**config.mk**
```make
export PLATFORM = sky130hd
export DESIGN_NAME = tt_input_conditioner
export DESIGN_NICKNAME = d
export VERILOG_FILES = /design/src/rtl/tt_cond_pkg.sv /design/src/rtl/tt_debounce_bit.sv /design/src/rtl/tt_input_conditioner.sv
export SDC_FILE = /design/constraint.sdc
export NUM_CORES = 1
export LEC_CHECK = 0
export ABC_CLOCK_PERIOD_IN_PS = 1400
export BUFFER_PORTS_ARGS = -buffer_cell sky130_fd_sc_hd__buf_2
export CORE_MARGIN = 3
export CORE_UTILIZATION = 52
export CTS_CLUSTER_DIAMETER = 150
export DETAILED_ROUTE_END_ITERATION = 10
export PLACE_DENSITY = 0.75
export SLEW_MARGIN = 20
export SYNTH_ARGS = -nofsm -noshare
export SYNTH_HDL_FRONTEND = slang
export SYNTH_SLANG_ARGS = --single-unit
```
**constraint.sdc**
```tcl
create_clock -name clk -period 1.4 [get_ports clk]
set_input_delay 0.07 -clock clk [delete_from_list [all_inputs] [get_ports clk]]
set_output_delay 0.07 -clock clk [all_outputs]
set_load 0.03 [all_outputs]
```
**src/rtl/tt_cond_pkg.sv**
```systemverilog
// Input conditioner shared definitions.
// Default sizing and counter width helper.
package tt_cond_pkg;

  localparam int WIDTH_DEF       = 8;
  localparam int SYNC_STAGES_DEF = 2;
  localparam int DEB_CYCLES_DEF  = 16;

  function automatic int cnt_width(input int deb);
    int w;
    w = $clog2(deb);
    return (w < 1) ? 1 : w;
  endfunction

endpackage

```
**src/rtl/tt_debounce_bit.sv**
```systemverilog
// One input bit: sync chain, debounce counter,
// accepted level and registered edge pulses.
module tt_debounce_bit
  import tt_cond_pkg::*;
#(
  parameter int SYNC_STAGES = SYNC_STAGES_DEF,
  parameter int DEB_CYCLES  = DEB_CYCLES_DEF
) (
  input  logic clk,
  input  logic rst_n,
  input  logic ena,
  input  logic din,
  output logic dout,
  output logic rise,
  output logic fall,
  output logic pulse_nxt
);

  localparam int CW = cnt_width(DEB_CYCLES);
  localparam logic [CW-1:0] CNT_MAX = CW'(DEB_CYCLES - 1);

  logic [SYNC_STAGES-1:0] sync_q;
  logic                   s;
  logic [CW-1:0]          cnt_q;
  logic [CW-1:0]          cnt_d;
  logic                   dout_d;
  logic                   rise_d;
  logic                   fall_d;

  assign s = sync_q[SYNC_STAGES-1];

  // Sync chain shifts regardless of ena.
  always_ff @(posedge clk or negedge rst_n) begin
    if (!rst_n) sync_q <= '0;
    else        sync_q <= {sync_q[SYNC_STAGES-2:0], din};
  end

  // Debounce next state; a match always restarts the count.
  always_comb begin
    cnt_d  = cnt_q;
    dout_d = dout;
    rise_d = 1'b0;
    fall_d = 1'b0;
    if (ena) begin
      if (s == dout) begin
        cnt_d = '0;
      end else if (cnt_q == CNT_MAX) begin
        cnt_d  = '0;
        dout_d = s;
        rise_d = s;
        fall_d = ~s;
      end else begin
        cnt_d = cnt_q + 1'b1;
      end
    end
  end

  // Counter, level and pulse registers.
  always_ff @(posedge clk or negedge rst_n) begin
    if (!rst_n) begin
      cnt_q <= '0;
      dout  <= 1'b0;
      rise  <= 1'b0;
      fall  <= 1'b0;
    end else begin
      cnt_q <= cnt_d;
      dout  <= dout_d;
      rise  <= rise_d;
      fall  <= fall_d;
    end
  end

  assign pulse_nxt = rise_d | fall_d;

endmodule

```
**src/rtl/tt_input_conditioner.sv**
```systemverilog
// Pad input conditioner: per-bit debounce
// with level, edge pulses and a change flag.
module tt_input_conditioner
  import tt_cond_pkg::*;
#(
  parameter int WIDTH       = WIDTH_DEF,
  parameter int SYNC_STAGES = SYNC_STAGES_DEF,
  parameter int DEB_CYCLES  = DEB_CYCLES_DEF
) (
  input  logic             clk,
  input  logic             rst_n,
  input  logic             ena,
  input  logic [WIDTH-1:0] din,
  output logic [WIDTH-1:0] dout,
  output logic [WIDTH-1:0] rise,
  output logic [WIDTH-1:0] fall,
  output logic             changed
);

  if (SYNC_STAGES < 2 || SYNC_STAGES > 4) begin : g_bad_sync
    $error("SYNC_STAGES must be 2..4");
  end
  if (DEB_CYCLES < 2 || DEB_CYCLES > 256) begin : g_bad_deb
    $error("DEB_CYCLES must be 2..256");
  end

  logic [WIDTH-1:0] pulse_nxt;

  for (genvar i = 0; i < WIDTH; i++) begin : g_bit
    tt_debounce_bit #(
      .SYNC_STAGES (SYNC_STAGES),
      .DEB_CYCLES  (DEB_CYCLES)
    ) u_bit (
      .clk       (clk),
      .rst_n     (rst_n),
      .ena       (ena),
      .din       (din[i]),
      .dout      (dout[i]),
      .rise      (rise[i]),
      .fall      (fall[i]),
      .pulse_nxt (pulse_nxt[i])
    );
  end

  // Registered OR of next pulses keeps changed aligned with rise/fall.
  always_ff @(posedge clk or negedge rst_n) begin
    if (!rst_n) changed <= 1'b0;
    else        changed <= |pulse_nxt;
  end

endmodule

```
==> impl_metrics.py <==
metrics = {
    "global_route": {
        "grt_util_met2_pct": 30.4,
        "grt.overflow.total": 0,
        "grtUsageTotal_pct": 18.1,
        "grt_start_max_net_pins": 74,
        "via_count_of_the_first_global_routing_pass": 2308,
        "use_met1_pct": 21.9,
        "groute.layer.met3.usage_pct": 5.79,
        "global_route.peak_usage_layer": "met2",
        "grt_first_pass_wirelength_um": 10200,
        "initial_antenna_violation_count": 0,
    },
    "clock_network": {
        "clk_root_buffer_cell": "clkbuf_8",
        "worstSkewPairLatency_ps": 340,
        "cts_htree_levels": 3,
        "cts.reportedPaths.clkPinSlew_ps": 70,
        "tritoncts": "built",
        "cts.sinks": 73,
        "cts_inserted_buffers": 9,
        "clock_path_buffers": 2,
    },
    "power_and_ir_drop": {
        "powerDensity_nw_per_um2": 1070,
        "static-leakage-power_uw": 0.00205,
        "power.ir.vdd_worst_mv": 0.775,
    },
    "floorplan": {
        "placeableCoreArea_um2": 5710,
        "die-area_um2": 7110,
        "floorplan.initialDensity_pct": 55.9,
        "io_pins": 36,
        "floorplan.die.height_um": 84.3,
        "placement_rows": 27,
        "die_w_um": 84.3,
    },
    "critical_path": {
        "critPathLaunchType": "flip-flop",
        "crit_arrival_ps": 1690,
        "cp.buffers_inverters": 0,
        "worst_path_max_delay_cell": "or4_1",
        "cp.required_ps": 1620,
        "ordered_cell_list_for_the_critical_path": "ha_2 -> and3_4 -> nand3_2 -> nand4_1 -> or4_1",
        "worstSetupPathType": "flip-flop to flip-flop",
        "setup.worst_path.end_class": "flip-flop",
        "critPathMaxStageDelay_ps": 410,
        "timing.critical_path.max_delay_family": "simple AND/OR/NAND/NOR gates",
        "cp_max_fo": 2,
    },
    "final_layout": {
        "syn_to_final_growth_pct": 23.9,
        "insertedDiodeCount": 0,
        "drive_gt1_share_pct": 36.8,
        "finalInstanceArea_um2": 3950,
        "final_nets": 371,
    },
    "sta": {
        "maxClockFrequency_ghz": 0.678,
        "final_critical_path_setup_slack_ps": -74.3,
        "final_critical_path_required_period_ps": 1470,
        "fin_hold_ws_ps": 97.9,
        "grt_setup_unrepaired": "yes",
        "final_min_period_over_clock_period_pct": 105,
        "setup_viol": 1,
        "slew_headroom_pct": 73.6,
        "setup_total_negative_slack_ps": -74.3,
        "worst_skew_ps": 6.73,
        "drv_slew": 0,
        "worst_pin_slew_ps": 396,
        "hold_violations": 0,
    },
    "synthesis": {
        "synth_adder_area_share_pct": 3.14,
        "post-synth-top-count-cell": "dfrtp_1",
        "yosysTopAreaCell": "dfrtp_1",
        "synth-simple-area-share_pct": 14.8,
        "yosys_register_bits": 73,
        "ys_top_cells_by_area": "dfrtp_1, buf_4, ha_1, mux2_2, nand3_1",
        "synth-seq-area-share_pct": 57.3,
        "synthesis.area_um2": 3190,
        "synth_xor_xnor_area_share_pct": 2.20,
        "complex_gate_fraction_of_the_synthesized_area_pct": 9.65,
        "yosys_most_used_dff": "dfrtp_1",
        "synth_top_family_by_area": "simple AND/OR/NAND/NOR gates",
        "yosysWarningCount": 0,
        "syn_avg_cell_area_um2": 11.5,
        "synth.lib_cells_used.distinct": 33,
        "netlist_top_cells_count": "dfrtp_1, buf_4, nand2_1",
        "synth.net_count": 297,
        "synth_async_sr_flop_share_pct": 100,
        "synthCells": 278,
        "synth_enable_flop_cells": 0,
        "synth_largest_type_area_fraction_pct": 57.3,
        "multiplexer_area_fraction_after_synthesis_pct": 5.34,
    },
    "route": {
        "num_vias": 2238,
        "drtAntennaViolNets": 0,
        "drt-vias-per-instance": 5.27,
        "drc_errors": 0,
        "drt_first_pass_iters": 4,
        "wirelength_um": 5970,
        "drt-wirelength-per-cell_um": 14.0,
        "first_iter_violations": 124,
    },
    "hold_path": {
        "hold_path_class": "primary input to flip-flop",
    },
    "placement": {
        "place_congestion": 0.798,
        "postPlaceCellArea_um2": 3650,
        "detailed_place_hpwl_um": 4100,
        "port-buffer-count": 35,
    },
    "job": {
        "maxCapViolations": 0,
    },
    "outcome": {
        "failed_checks": "negative setup slack",
        "run_status": "finished with violations",
    },
}
## cells in the final DEF (no fill, tap or decap), drive strengths merged, types with 2 or more instances in the layout
cell type	Yosys	layout
a21o	9	9
a21oi	14	14
a22o	8	8
a31oi	3	3
and2	10	10
and3	12	12
buf	29	83
clkbuf	0	10
clkinv	0	2
dfrtp	73	73
dlygate4sd3	0	9
ha	8	8
inv	6	6
mux2	8	8
mux2i	8	8
nand2	22	22
nand2b	2	2
nand3	17	17
nor2	14	14
nor2b	7	7
nor3	5	5
o21ai	7	7
o31ai	4	4
xor2	8	8
## timing repair
item / 4_1_cts / 5_1_grt
resized for setup: 2 / 6
buffers inserted: 1 / 2
pin swaps: 2 / 2
setup endpoints to repair: 1 / 7
hold buffers: 9 / 0
endpoints found under the hold margin: 81 / 0
## power by group
group | total, µW | internal (µW) | switching, µW
registers | 2350 | 2240 | 110
clock network | 1300 | 597 | 706
logic | 580 | 305 | 275
total | 4240 | 3140 | 1090
## worst min-delay path: cells and delay by family
kind / cells / cell delay, ps
buf+inv: 1 / 190
simple gates: 2 / 140
## kinds of logic after synthesis
group	count (synthesis)
muxes	16
AOI/OAI and AO/OA	47
buffers and inverters	35
DFF	73
adders and majority gates	8
and+or+nand+nor	91
xor gates and xnor gates	8
## through the flow
step / instances / util, % / setup slack, ps / total power, µW
global route: 425 / 69.2 / -118 / 4440
global placement: 401 / 64.0 / -44.4 / 2890
finish: 425 / 69.2 / -74.3 / 4240
CTS: 423 / 68.3 / -79.5 / 4240
floorplan: 278 / - / -29.3 / 2660
detailed placement: 401 / 64.0 / -87.7 / 2930
## routing by layer
layer	up-vias	part of all wire, %
li1	1084	-
met1	1106	45
met2	36	49
met3	12	3.9
met4	0	1.8
met5	-	0
## sequential cells by signal, summed over array words and instances (netlist names)
signal              cells
g_bit.u_bit.fall        8
g_bit.u_bit.rise        8
g_bit.u_bit.cnt_q      32
g_bit.u_bit.sync_q     16
g_bit.u_bit.dout        8
changed                 1
## layout make-up
type | count | area (µm²)
clock inverter | 2 | 10.0
clock buffer | 10 | 128
fill | 411 | 1760
multi-input combinational | 170 | 1220
timing repair buffer | 92 | 651
sequential | 73 | 1830
tap | 72 | 90.1
inverter | 6 | 22.5
## worst paths after layout
path / start / end / slack (ps) / cells past startpoint
min in group asynchronous: rst_n / g_bit[1].u_bit.fall / 260 / 3
min: ena / g_bit[6].u_bit.fall / 100 / 3
max: g_bit[2].u_bit.cnt_q[1] / changed / -70 / 5
max in group asynchronous: rst_n / g_bit[7].u_bit.rise / 800 / 3
max reg2reg: g_bit[2].u_bit.cnt_q[1] / changed / -70 / 5
min reg2reg: g_bit[4].u_bit.sync_q[0] / g_bit[4].u_bit.sync_q[1] / 350 / 0
Power figures use the tool's default switching activity.
